<file path="src/rtl/alu_pkg.sv">
// Shared ALU definitions: widths, op codes, sequencer states, latencies.
// Latency: n/a (package).
// Backpressure: n/a (package).
package alu_pkg;

    localparam int WIDTH      = 32;
    localparam int ITER_COUNT = 32;
    localparam int MUL_LAT    = 34;
    localparam int DIV_LAT    = 37;

    localparam logic OP_MUL = 1'b0;
    localparam logic OP_DIV = 1'b1;

    typedef enum logic [2:0] {
        IDLE,
        PREP_A,
        PREP_B,
        ITER,
        FIX_Q,
        FIX_R,
        DONE
    } state_t;

    // Majority of three bits; gives the carry out of bit 31 from its inputs.
    function automatic logic maj(input logic a, input logic b, input logic c);
        return (a & b) | (a & c) | (b & c);
    endfunction

endpackage

</file>
<file path="src/rtl/mul_div_sequencer.sv">
// Signed MUL (radix-2 Booth) / DIV (restoring on magnitudes) over the shared ALU adder.
// Latency: MUL done 34 cycles after start, DIV 37, DIV by zero 1.
// Backpressure: start ignored while busy; accepted in IDLE or DONE.
module mul_div_sequencer
    import alu_pkg::*;
#(
    parameter int          WIDTH        = 32,
    parameter logic [31:0] DBZ_QUOTIENT = 32'hFFFFFFFF
) (
    input  logic             clock,
    input  logic             resetn,
    input  logic             start,
    input  logic             op,
    input  logic [WIDTH-1:0] operandA,
    input  logic [WIDTH-1:0] operandB,
    output logic             busy,
    output logic             done,
    output logic             divByZero,
    output logic [WIDTH-1:0] resultHI,
    output logic [WIDTH-1:0] resultLO,
    output logic [WIDTH-1:0] addA,
    output logic [WIDTH-1:0] addB,
    input  logic [WIDTH-1:0] addSum,
    input  logic             addCarry
);

    localparam logic [WIDTH-1:0] ONE = {{(WIDTH-1){1'b0}}, 1'b1};

    state_t           state;
    logic             op_q;
    logic [WIDTH-1:0] opa;
    logic [WIDTH-1:0] opb;
    logic [WIDTH-1:0] nreg;     // -M for MUL, -|D| for DIV
    logic [WIDTH-1:0] hi;
    logic [WIDTH-1:0] lo;
    logic             q1;
    logic [5:0]       cnt;

    logic             cout;
    logic             booth_add;
    logic             ae32;
    logic [WIDTH-1:0] r_sh;
    logic [WIDTH-1:0] msum;
    logic             ms32;
    logic [WIDTH-1:0] mhi_n;
    logic [WIDTH-1:0] mlo_n;
    logic [WIDTH-1:0] dhi_n;
    logic [WIDTH-1:0] dlo_n;
    logic             last_iter;

    assign cout      = maj(addA[WIDTH-1], addB[WIDTH-1], addCarry);
    assign last_iter = (cnt == 6'(ITER_COUNT - 1));

    // Adder operand selection per state plus next-value datapath for MUL and DIV.
    always_comb begin
        addA      = '0;
        addB      = '0;
        booth_add = 1'b0;
        ae32      = 1'b0;
        r_sh      = {hi[WIDTH-2:0], lo[WIDTH-1]};
        case (state)
            PREP_A: begin
                if (opa[WIDTH-1]) begin
                    addA = ~opa;
                    addB = ONE;
                end
            end
            PREP_B: begin
                addA = (op_q == OP_MUL) ? ~opa : ~opb;
                addB = ONE;
            end
            ITER: begin
                if (op_q == OP_MUL) begin
                    if ({lo[0], q1} == 2'b01) begin
                        addA      = hi;
                        addB      = opa;
                        booth_add = 1'b1;
                        ae32      = opa[WIDTH-1];
                    end else if ({lo[0], q1} == 2'b10) begin
                        addA      = hi;
                        addB      = nreg;
                        booth_add = 1'b1;
                        // -M is negative exactly when M is strictly positive
                        ae32      = ~opa[WIDTH-1] & (opa != '0);
                    end
                end else begin
                    addA = r_sh;
                    addB = nreg;
                end
            end
            FIX_Q: begin
                if (opa[WIDTH-1] ^ opb[WIDTH-1]) begin
                    addA = ~lo;
                    addB = ONE;
                end
            end
            FIX_R: begin
                if (opa[WIDTH-1]) begin
                    addA = ~hi;
                    addB = ONE;
                end
            end
            default: ;
        endcase
        // Bit 32 of the sign-extended 33-bit sum hi + addend
        msum  = booth_add ? addSum : hi;
        ms32  = booth_add ? (hi[WIDTH-1] ^ ae32 ^ cout) : hi[WIDTH-1];
        mhi_n = {ms32, msum[WIDTH-1:1]};
        mlo_n = {msum[0], lo[WIDTH-1:1]};
        // Carry out of R + (-|D|) means R >= |D|
        dhi_n = cout ? addSum : r_sh;
        dlo_n = {lo[WIDTH-2:0], cout};
    end

    // Sequencer FSM with registered status and result outputs.
    always_ff @(posedge clock) begin
        if (!resetn) begin
            state     <= IDLE;
            op_q      <= OP_MUL;
            opa       <= '0;
            opb       <= '0;
            nreg      <= '0;
            hi        <= '0;
            lo        <= '0;
            q1        <= 1'b0;
            cnt       <= '0;
            busy      <= 1'b0;
            done      <= 1'b0;
            divByZero <= 1'b0;
            resultHI  <= '0;
            resultLO  <= '0;
        end else begin
            done <= 1'b0;
            case (state)
                IDLE, DONE: begin
                    state <= IDLE;
                    if (start) begin
                        op_q      <= op;
                        opa       <= operandA;
                        opb       <= operandB;
                        divByZero <= 1'b0;
                        if (op == OP_MUL) begin
                            state <= PREP_B;
                            busy  <= 1'b1;
                        end else if (operandB == '0) begin
                            state     <= DONE;
                            done      <= 1'b1;
                            divByZero <= 1'b1;
                            resultHI  <= operandA;
                            resultLO  <= DBZ_QUOTIENT;
                        end else begin
                            state <= PREP_A;
                            busy  <= 1'b1;
                        end
                    end
                end
                PREP_A: begin
                    lo    <= opa[WIDTH-1] ? addSum : opa;
                    hi    <= '0;
                    state <= PREP_B;
                end
                PREP_B: begin
                    if (op_q == OP_MUL) begin
                        nreg <= addSum;
                        hi   <= '0;
                        lo   <= opb;
                    end else begin
                        nreg <= opb[WIDTH-1] ? opb : addSum;
                    end
                    q1    <= 1'b0;
                    cnt   <= '0;
                    state <= ITER;
                end
                ITER: begin
                    cnt <= cnt + 6'd1;
                    if (op_q == OP_MUL) begin
                        hi <= mhi_n;
                        lo <= mlo_n;
                        q1 <= lo[0];
                        if (last_iter) begin
                            state    <= DONE;
                            busy     <= 1'b0;
                            done     <= 1'b1;
                            resultHI <= mhi_n;
                            resultLO <= mlo_n;
                        end
                    end else begin
                        hi <= dhi_n;
                        lo <= dlo_n;
                        if (last_iter) begin
                            state <= FIX_Q;
                        end
                    end
                end
                FIX_Q: begin
                    if (opa[WIDTH-1] ^ opb[WIDTH-1]) begin
                        lo <= addSum;
                    end
                    state <= FIX_R;
                end
                FIX_R: begin
                    resultHI <= opa[WIDTH-1] ? addSum : hi;
                    resultLO <= lo;
                    state    <= DONE;
                    busy     <= 1'b0;
                    done     <= 1'b1;
                end
                default: begin
                    state <= IDLE;
                    busy  <= 1'b0;
                end
            endcase
        end
    end

endmodule

</file>
<file path="config.mk">
export PLATFORM = sky130hd
export DESIGN_NAME = mul_div_sequencer
export DESIGN_NICKNAME = d
export VERILOG_FILES = /design/src/rtl/alu_pkg.sv /design/src/rtl/mul_div_sequencer.sv
export SDC_FILE = /design/constraint.sdc
export NUM_CORES = 1
export LEC_CHECK = 0
export BUFFER_PORTS_ARGS = -buffer_cell sky130_fd_sc_hd__buf_2
export CAP_MARGIN = 20
export CORE_UTILIZATION = 30
export DETAILED_ROUTE_END_ITERATION = 10
export PLACE_DENSITY = 0.54
export SLEW_MARGIN = 5
export SYNTH_ARGS = -nofsm -noshare
export SYNTH_HDL_FRONTEND = slang
export SYNTH_SLANG_ARGS = --single-unit
</file>
<file path="constraint.sdc">
create_clock -name clock -period 3 [get_ports clock]
set_input_delay 0 -clock clock [delete_from_list [all_inputs] [get_ports clock]]
set_output_delay 0 -clock clock [all_outputs]
set_load 0.005 [all_outputs]
</file>
==> out/metrics.cfg <==
[layout]
layout-drive-gt1-share_pct = 20.0
fin_cells = 2648
areaGrowthSynthToFinish_pct = 28.0
nets = 2139
nFillCells = 4651
diodes = 0
final_util_pct = 39.2
multiInputGateArea_um2 = 8090
regArea_um2 = 4770

[pwr]
pwr-share-comb_pct = 34.8
swShare_pct = 39.4
p_sw_mw = 4.80
internal_power_mw = 7.37
power.share.clock_pct = 29.2
irDropWorstVdd_uv = 316
p_leak_nw = 6.53
p_per_area_nw_per_um2 = 697
seq_power_share_pct = 36.0

[outcome]
status = finished, final reports clean

[timing]
skew_ns = 0.00989
post-route-min-period_ns = 2.97
holdWs_ns = 0.0863
drv_slew = 0
period_share_pct = 99.0
tightest_slew_ns = 0.624
rsz0062_at_grt = no
slew_headroom_pct = 58.4
hold_violations = 0
max_freq_ghz = 0.337
setup_ws_ns = 0.0311
setup_violations = 0
finalSetupTns_ns = 0

[floorplan]
rows = 77
fp.dieH_um = 215
start_util_pct = 30.7
die_area_um2 = 46300
io_pins = 232
core-area_um2 = 44500
die_w_um = 215

[route]
route.antenna.remaining_nets = 0
drc = 0
avgRoutedWirePerCell_um = 23.7
via_per_inst = 5.82
via_count = 15418
routed_wl_um = 62800
drtPass1Iterations = 8
drtIter0Drc = 1876

[clocking]
root_buffer = clkbuf_16
numCtsBuffers = 28
cts.path.max_buffers = 3
clock_latency_ns = 0.57
cts_max_level = 1
path_clk_slew_ns = 0.06
cts_tree = yes
clock_sinks = 238

[logic_synthesis]
synth-compound-area-share_pct = 30.7
syn_area_per_cell_um2 = 7.62
synth_top_family_by_area = compound AO/OA/AOI/OAI gates
synthesis.area_um2 = 13600
synth_top_area_share_pct = 34.9
synth-seq-cells = 238
postSynthCellCount = 1791
synthSimpleGateAreaFrac_pct = 20.1
synthAdderAreaFrac_pct = 0.358
synth-xor-area-share_pct = 0.0642
synth_ff_type = dfxtp_1
synthMuxAreaShare_pct = 7.73
async_flop_share_pct = 0
synth_area_leader_cell = dfxtp_1
synth_cell_type_count = 54
yosysSeqAreaShare_pct = 34.9
synthTopCellsByArea = dfxtp_1, nand2_1, a21oi_1, nor2_1, mux2i_1
synthesis.nets = 1895
synth_edf_count = 0
synth_warnings = 0

[global_route]
grt_pass1_wl_um = 93500
antenna_found_initial = 0
track_usage_pct = 26.0
grt_start_max_net_pins = 122
overflow = 0
grt_pass1_vias = 14572

[job]
maxCapViolCount = 0

[critical_path]
crit_required_ns = 3.00
crit_type = flop to output port
cp_max_fo = 48
crit_path_start_kind = flop
critPathCaptureType = output port
critPathArrivalTime_ns = 2.97

[placed_design]
dp.cells = 2493
pre_cts_slack_ns = -0.0372
gp_congestion = 0.956
dp_hpwl_um = 43500
port_buffers = 231

[hold_path]
min_path_type = input pin to flop

sequential cells by signal, indices dropped and copies added, names as in the netlist:
signal and count:
done 1, state 3, hi 32, busy 1
resultLO 32, op_q 1, lo 32, cnt 6
nreg 32, opa 32, resultHI 32, q1 1
divByZero 1, opb 32
per-stage QoR:
stage | power (mW) | cell area (µm²)
2_1_floorplan | 6.70 | 13600
3_3_place_gp | 8.37 | 15500
3_5_place_dp | 8.42 | 15500
4_1_cts | 12.1 | 17400
5_1_grt | 12.7 | 17500
6_report | 12.2 | 17500
Yosys cell counts (36+ instances only):
cell type  count
nand3_1       74
a22o_1        47
a21oi_1      167
nand4_1       36
dfxtp_1      238
clkbuf_1     158
nand2_1      239
a311oi_1      63
a22oi_1       56
a211oi_1      57
o21ai_0       66
o22ai_1       69
mux2i_1       66
nor2_1       191
repair_timing:
action	4_1_cts	5_1_grt
gates resized for setup	0	6
buffers inserted	0	1
endpoints found under the hold margin	159	0
endpoints found under the setup margin	0	29
hold buffers	101	0
power groups by stage:
stage                     Combinational (mW)  Sequential, mW  Clock, mW
after CTS                               4.12            4.35       3.59
after floorplan                         2.60            4.10          0
final                                   4.23            4.39       3.55
after global placement                  3.96            4.41          0
after global routing                    4.59            4.44       3.71
after detailed placement                4.00            4.42          0
placed cells by master (no fill, tap or decap), types with 65 or more instances in the layout:
master / synthesis / layout
a21oi_1: 167 / 167
buf_2: 14 / 231
buf_4: 3 / 71
dfxtp_1: 238 / 235
dlygate4sd3_1: 0 / 101
mux2i_1: 66 / 66
nand2_1: 239 / 238
nand3_1: 74 / 74
nor2_1: 191 / 189
o21ai_0: 66 / 65
o22ai_1: 69 / 69
cell families after synthesis:
group / after synthesis
adders and majority gates: 4
AOI/OAI and AO/OA: 616
and+or+nand+nor: 622
buffers and inverters: 210
DFF: 238
xor gates and xnor gates: 1
muxes: 100
routing by layer:
metal | vias to the layer above | GRT usage (%) | part of all wire (%)
met5 | - | 0 | 0
met4 | 0 | 10.7 | 3.7
met3 | 133 | 4.44 | 8.4
met2 | 808 | 38.3 | 42
met1 | 7288 | 37.2 | 46
li1 | 7189 | - | -
path summary, 6_finish.rpt:
kind	start	end	slack [ns]	depth (start not counted)
setup / recovery	op_q	addA[17]	0.03	5
hold / removal	start	divByZero	0.09	6
setup reg to reg	state[2]	busy	0.13	8
hold reg to reg	cnt[1]	cnt[1]	0.49	2
final cells by class:
type	instances	share of cell area (%)
Inverter	11	0.265
Tap cell	592	4.24
Timing Repair Buffer	413	16.4
Sequential cell	238	27.3
Multi-Input combinational cell	1343	46.4
Clock inverter	11	0.681
Clock buffer	40	4.68
critical path, stage by stage, from the launching register on:
cell and delay (ns):
dfxtp_4 0.61, buf_4 0.56, nand2_1 0.48, o22a_1 0.33, o211ai_1 0.21, buf_2 0.19
Power figures use the tool's default switching activity.
